<file path="src/rtl/rr_wrr_arbiter.sv">
// rr_wrr_arbiter: round-robin arbiter with held grant and optional per-channel weighted turns
// Build option: define ARB_WRR_EN for weighted turns (credit counter); otherwise one transaction per turn.
// Ports: clk, rst (async, active-low); req_i per-channel level request; done_i completion pulse;
//   enable_i permits new grants; weight_i packed per-channel weights; grant_o one-hot grant;
//   grant_idx_o binary winner; grant_valid_o grant held; anyreq_o combinational OR of req_i.
module rr_wrr_arbiter #(
  parameter int N  = 4,
  parameter int WW = 3,
  parameter int IW = $clog2(N)
) (
  input  logic            clk,
  input  logic            rst,
  input  logic [N-1:0]    req_i,
  input  logic            done_i,
  input  logic            enable_i,
  input  logic [N*WW-1:0] weight_i,
  output logic [N-1:0]    grant_o,
  output logic [IW-1:0]   grant_idx_o,
  output logic            grant_valid_o,
  output logic            anyreq_o
);
  typedef enum logic {IDLE, GRANT} state_t;
  state_t state_q, state_d;
  logic [IW-1:0] ptr_q, ptr_d, idx_q, idx_d, nxt, arb_ptr, win;
  logic rel, start, more;
  assign anyreq_o = |req_i;
  assign nxt = (idx_q == IW'(N-1)) ? '0 : idx_q + 1'b1;
  // a releasing grant re-arbitrates from just past the winner in the same cycle
  assign arb_ptr = (state_q == GRANT) ? nxt : ptr_q;
  always_comb begin
    win = '0;
    for (int k = N - 1; k >= 0; k--)
      if (req_i[(int'(arb_ptr) + k) % N]) win = IW'((int'(arb_ptr) + k) % N);
  end
  // a turn ends on the last credited done, or as soon as the winner withdraws its request
  assign rel   = (state_q == GRANT) && (!req_i[idx_q] || (done_i && !more));
  assign start = ((state_q == IDLE) || rel) && enable_i && anyreq_o;
`ifdef ARB_WRR_EN
  logic [WW-1:0] credit_q, credit_d, wsel, wload;
  assign wsel  = weight_i[win*WW +: WW];
  assign wload = (wsel == '0) ? WW'(1) : wsel;
  assign more  = credit_q > WW'(1);
  assign credit_d = start ? wload : (state_q == GRANT && done_i) ? credit_q - 1'b1 : credit_q;
  always_ff @(posedge clk or negedge rst)
    if (!rst) credit_q <= '0;
    else credit_q <= credit_d;
`else
  logic unused_weight;
  assign unused_weight = ^weight_i;
  assign more = 1'b0;
`endif
  always_ff @(posedge clk or negedge rst) begin
    if (!rst) begin
      state_q <= IDLE;
      ptr_q   <= '0;
      idx_q   <= '0;
    end else begin
      state_q <= state_d;
      ptr_q   <= ptr_d;
      idx_q   <= idx_d;
    end
  end
  always_comb begin
    state_d = start ? GRANT : rel ? IDLE : state_q;
    ptr_d   = rel ? nxt : ptr_q;
    idx_d   = start ? win : idx_q;
  end
  always_comb begin
    grant_valid_o = state_q == GRANT;
    grant_idx_o   = grant_valid_o ? idx_q : '0;
    grant_o       = grant_valid_o ? N'(1) << idx_q : '0;
  end
endmodule

</file>
<file path="config.mk">
export PLATFORM = sky130hd
export DESIGN_NAME = rr_wrr_arbiter
export DESIGN_NICKNAME = d
export VERILOG_FILES = /design/src/rtl/rr_wrr_arbiter.sv
export SDC_FILE = /design/constraint.sdc
export NUM_CORES = 1
export LEC_CHECK = 0
export CORE_AREA = 2 2 39 41
export CTS_CLUSTER_DIAMETER = 60
export DETAILED_ROUTE_END_ITERATION = 16
export DIE_AREA = 0 0 41 43
export PLACE_DENSITY = 0.73
export RECOVER_POWER = 25
export SETUP_SLACK_MARGIN = 0.5
export SYNTH_ARGS = -nofsm -noshare
export SYNTH_HDL_FRONTEND = slang
export SYNTH_SLANG_ARGS = --single-unit
</file>
<file path="constraint.sdc">
create_clock -name clk -period 2.15 [get_ports clk]
set_clock_uncertainty 0.15 [all_clocks]
set_input_delay 0.43 -clock clk [delete_from_list [all_inputs] [get_ports clk]]
set_output_delay 0.43 -clock clk [all_outputs]
set_load 0.02 [all_outputs]
</file>
Yosys cells after proc, flatten, opt, wreduce, memory -nomap -nowiden
Cells that the tools add are included.
{"block": "totals", "regBits": 5, "input_bits": 20, "output_inout_bits": 8, "wordCells": 52}
{"block": "op_classes", "add_sub_neg": 4, "order_cmp": 5, "n_eq_ne": 1, "shifts": 1, "muxes": 23, "bitwise_logic": 4, "reduce_logical": 11}
{"operator": "2-bit 2-to-1 mux", "n": 7}
{"operator": "3-bit by 4-bit less-than comparator with 1-bit output (second input constant)", "n": 3}
{"operator": "1-bit binary-select mux with 2-bit select", "n": 5}
{"operator": "1-bit 2-to-1 mux", "n": 10}
{"operator": "2-bit by 3-bit less-than comparator with 1-bit output (second input constant)", "n": 2}
{"operator": "2-bit OR reduction", "n": 3}
{"operator": "2-bit by 1-bit adder with 2-bit output (second input constant)", "n": 2}
{"operator": "2-bit adder (second input constant)", "n": 2}
{"operator": "4-bit 2-to-1 mux", "n": 1}
{"operator": "4-bit OR reduction", "n": 1}
{"operator": "1-bit by 2-bit left shift with 4-bit output (first input constant)", "n": 1}
{"operator": "1-bit AND (first input constant)", "n": 3}
{"operator": "1-bit logical AND", "n": 3}
{"operator": "2-bit == test (second input constant)", "n": 1}
{"operator": "1-bit logical OR", "n": 2}
{"operator": "2-bit nonzero test", "n": 1}
{"operator": "1-bit logical NOT", "n": 1}
{"operator": "1-bit NOT", "n": 1}

Longest topological paths before layout
{"block": "logic_depth", "word_depth": 13, "ltp_mapped": 6, "depth_no_buf": 6}

Worst setup path after synthesis
OpenSTA, ideal clock, no wires.
{"block": "synth_path", "path_type": "reg-to-reg", "from": "register idx_q[0]", "to": "register idx_q[1]", "setup_time_ns": 0.125, "t_arrival_ns": 1.560, "t_required_ns": 1.875, "path_slack_ns": 0.314, "stages_incl_launch_ff": 7, "path_buffers": 0, "period_less_slack_ns": 1.836, "cell_sequence": "dfrtp_1 -> inv_1 -> ha_1 -> mux2i_1 -> or3b_2 -> a21boi_1 -> o31ai_1"}
{"block": "synth_between", "elab_chain_len": 11, "elab_cells_between_ends": 30, "classes_between": "4 x add/sub; 1 x eq/ne; 19 x mux; 6 x reduce/logical"}
{"element": "from (decl)", "line": "24", "source": "logic [IW-1:0] ptr_q, ptr_d, idx_q, idx_d, nxt, arb_ptr, win;"}
{"element": "from (signal assigned)", "line": "60", "source": "idx_q <= idx_d;"}
{"element": "2-bit by 1-bit adder with 2-bit output / 2-bit == test (equally long branches)", "line": "27", "source": "assign nxt = (idx_q == IW'(N-1)) ? '0 : idx_q + 1'b1;"}
{"element": "2-bit 2-to-1 mux *", "line": "27"}
{"element": "via nxt[1]", "line": "24"}
{"element": "2-bit 2-to-1 mux *", "line": "29", "source": "assign arb_ptr = (state_q == GRANT) ? nxt : ptr_q;"}
{"element": "2-bit adder", "line": "33", "source": "if (req_i[(int'(arb_ptr) + k) % N]) win = IW'((int'(arb_ptr) + k) % N);"}
{"element": "1-bit binary-select mux with 2-bit select", "line": "33"}
{"element": "1-bit 2-to-1 mux (implied by the code) (2 in series)", "line": "33"}
{"element": "2-bit 2-to-1 mux (3 in series)", "line": "33"}
{"element": "2-bit 2-to-1 mux *", "line": "33"}
Mark *: on every way through the listed nets, which the timed path passes. The rest lies on a longest branch. The select of a mux whose other input is x is not followed.
A chain may end at the register's enable or synchronous reset.

Worst setup path in the final report
{"block": "layout_path", "from": "input port req_i[3]", "to": "output port anyreq_o"}
{"block": "layout_between", "elab_chain_len": 1}
{"element": "from (decl)", "line": "13", "source": "input logic [N-1:0] req_i,"}
{"element": "4-bit OR reduction", "line": "26", "source": "assign anyreq_o = |req_i;"}
{"element": "to (decl)", "line": "20", "source": "output logic anyreq_o"}
Every way passes these cells.

==> qor.yml <==
route:
  postRouteAntennaNets: 0
  drt_wl_total_mm: 1.336
  drc: 0
  drtIter0Drc: 2
  num_vias: 466
  drt_first_pass_iters: 4
  wire_per_inst_um: 15.01
  via_per_inst: 5.236
clock_tree:
  clk_path_buf_depth: 2
  path_clk_slew_ns: 0.04
  cts_max_level: 1
  tritoncts: "yes"
  worstSkewPairLatency_ns: 0.24
  cts.sinks: 5
  cts_root_buf: "clkbuf_4"
  cts_buffers: 3
setup_path:
  r2r-start: "idx_q[0]$_DFFE_PN0P_"
  rrSetupSlack_ns: 0.30
  end_kind: "output port"
  crit_type: "in -> out"
  r2r_end: "ptr_q[0]$_DFFE_PN0P_"
  cp_data_required_time_ns: 1.57
  crit_fanout: 2
  reg2reg_depth: 4
  start_kind: "primary input"
  arrival_ns: 1.28
synth:
  synth.most_common_cell: "and2_1"
  ys.flop_type: "dfrtp_1"
  synth_edf_count: 0
  synth_top_cells_by_area: "dfrtp_1 29%, ha_1 12%, and2_1 8.8%"
  synthCells: 44
  synth_area_leader_cell: "dfrtp_1"
  synth_cell_types: 23
  yosys_warnings: 0
  syn-num-nets: 68
  synth_commonest_cells: "6 x and2_1, 5 x dfrtp_1, 4 x ha_1, 4 x nand2_1, 3 x inv_1"
  syn_avg_cell_area_um2: 9.725
  postSynthRegisterBits: 5
  seq_area_frac_synth: 0.2924
  netlist_area_um2: 427.9
  synth_top_area_share: 0.2924
  async_flop_share: 1.000
layout:
  fin_util: 0.5976
  n_antenna_cell: 0
  nFillCells: 115
  layout-drive-gt1-share: 0.6712
  syn_to_final_growth_pct: 93.27
  nets: 98
timing:
  fmax_ghz: 0.5391
  finalCritPeriodShare: 0.8628
  finalSetupViolations: 0
  slew_headroom: 0.7509
  hold_viol: 0
  tightest_slew_ns: 0.3689
  drv_slew: 0
  fin_crit_ns: 1.855
  tns_ns: 0
  rsz0062_at_grt: "true"
min_path:
  hp-class: "in -> async"
die:
  start_util: 0.3092
  io_pins: 28
  die_w_um: 41
  dieArea_mm2: 0.001763
  rows: 14
  core_area_mm2: 0.001384
  die_h_um: 43
power_and_ir_drop:
  p_leak_nw: 0.3600
  irDropWorstVdd_uv: 571.7
  cellPowerDensity_mw_per_mm2: 1208
placed_design:
  port_buffers: 15
  dp_hpwl_um: 891.6
  gp_congestion: 0.8013
global_route:
  antenna_found_initial: 0
  grt_first_pass_wirelength_mm: 2.159
  grt_overflow_total: 0
  grt_max_degree: 9
  grt_pass1_vias: 474
  groute.usage.overall: 0.1884
run:
  cap_violations: 0
status:
  outcome: "completed"
layer usage:
metal | up-vias | share of wire | GRT usage
met5 | - | 0 | 0
met4 | 0 | 0.035 | 0.1267
met3 | 4 | 0.042 | 0.03665
met2 | 21 | 0.56 | 0.3063
met1 | 222 | 0.36 | 0.2053
li1 | 219 | - | -
state kept, by name (all words and copies together), names as in the netlist:
name           count
grant_valid_o      1
ptr_q              2
idx_q              2
through the flow:
stage	instances	cell area, um^2	power [W]	setup WS, ns	hold WS, ns
floorplan	44	455.4	0.0004799	0.4519	-0.01559
global placement	78	651.9	0.0006168	-0.3784	0.3169
detailed placement	78	651.9	0.0006515	-0.3803	0.3260
CTS	89	774.5	0.0009086	0.2757	0.2635
global route	89	827.0	0.001068	0.2767	0.3433
finish	89	827.0	0.0009988	0.2949	0.3274
cell type report:
type                    instances  area (um^2)  area share
flip-flops and latches          5        128.9      0.1558
clock buffers                   4        26.28     0.03177
inverters                       3        13.76     0.01664
well taps                      16        20.02     0.02421
multi-input cells              35        387.9      0.4690
repair buffers                 26        250.2      0.3026
placed cells by master (no fill, tap or decap), types with 2 or more instances in the layout:
| cell | netlist | routed |
|---|---|---|
| clkbuf_4 | 0 | 3 |
| clkbuf_2 | 0 | 2 |
| nand2b_1 | 2 | 2 |
| ha_4 | 0 | 3 |
| dfrtp_2 | 0 | 3 |
| and2_4 | 0 | 5 |
| buf_4 | 0 | 6 |
| mux2_4 | 0 | 2 |
| dfrtp_1 | 5 | 2 |
| nand2_1 | 4 | 4 |
| clkdlybuf4s50_1 | 0 | 2 |
| buf_6 | 0 | 12 |
worst max-delay path, stage by stage:
cell and delay (ns):
clkdlybuf4s15_2 0.18, or4_4 0.51, buf_6 0.15
worst max path at each step:
stage                          from                    to  slack (ns)  depth (start not counted)
4_1_cts                    req_i[3]              anyreq_o        0.28                          3
3_5_place_dp               req_i[0]              anyreq_o       -0.38                          3
6_report                   req_i[3]              anyreq_o        0.29                          3
5_1_grt        idx_q[0]$_DFFE_PN0P_  ptr_q[0]$_DFFE_PN0P_        0.28                          4
3_3_place_gp               req_i[0]              anyreq_o       -0.38                          3
2_1_floorplan  idx_q[0]$_DFFE_PN0P_  ptr_q[0]$_DFFE_PN0P_        0.45                          3
logic make-up after synthesis:
logic type / share of synthesized area
fa+ha+maj: 0.1170
mux: 0.1550
compound gates: 0.1842
simple gates: 0.2164
buf+inv: 0.03508
flops: 0.2924
power breakdown:
part	switching [W]	total [W]	internal (W)
registers	0.0000590	0.000198	0.000139
clock network	0.0000372	0.000107	0.0000701
logic	0.000298	0.000693	0.000395
total	0.000394	0.000999	0.000604
repair_timing:
item	4_1_cts	5_1_grt
pin swaps	7	4
buffers inserted	7	0
hold buffers	0	0
resized for setup	62	17
gates cloned	0	0
endpoints found under the setup margin	13	12
No activity file was read; power rests on OpenSTA's default activity.
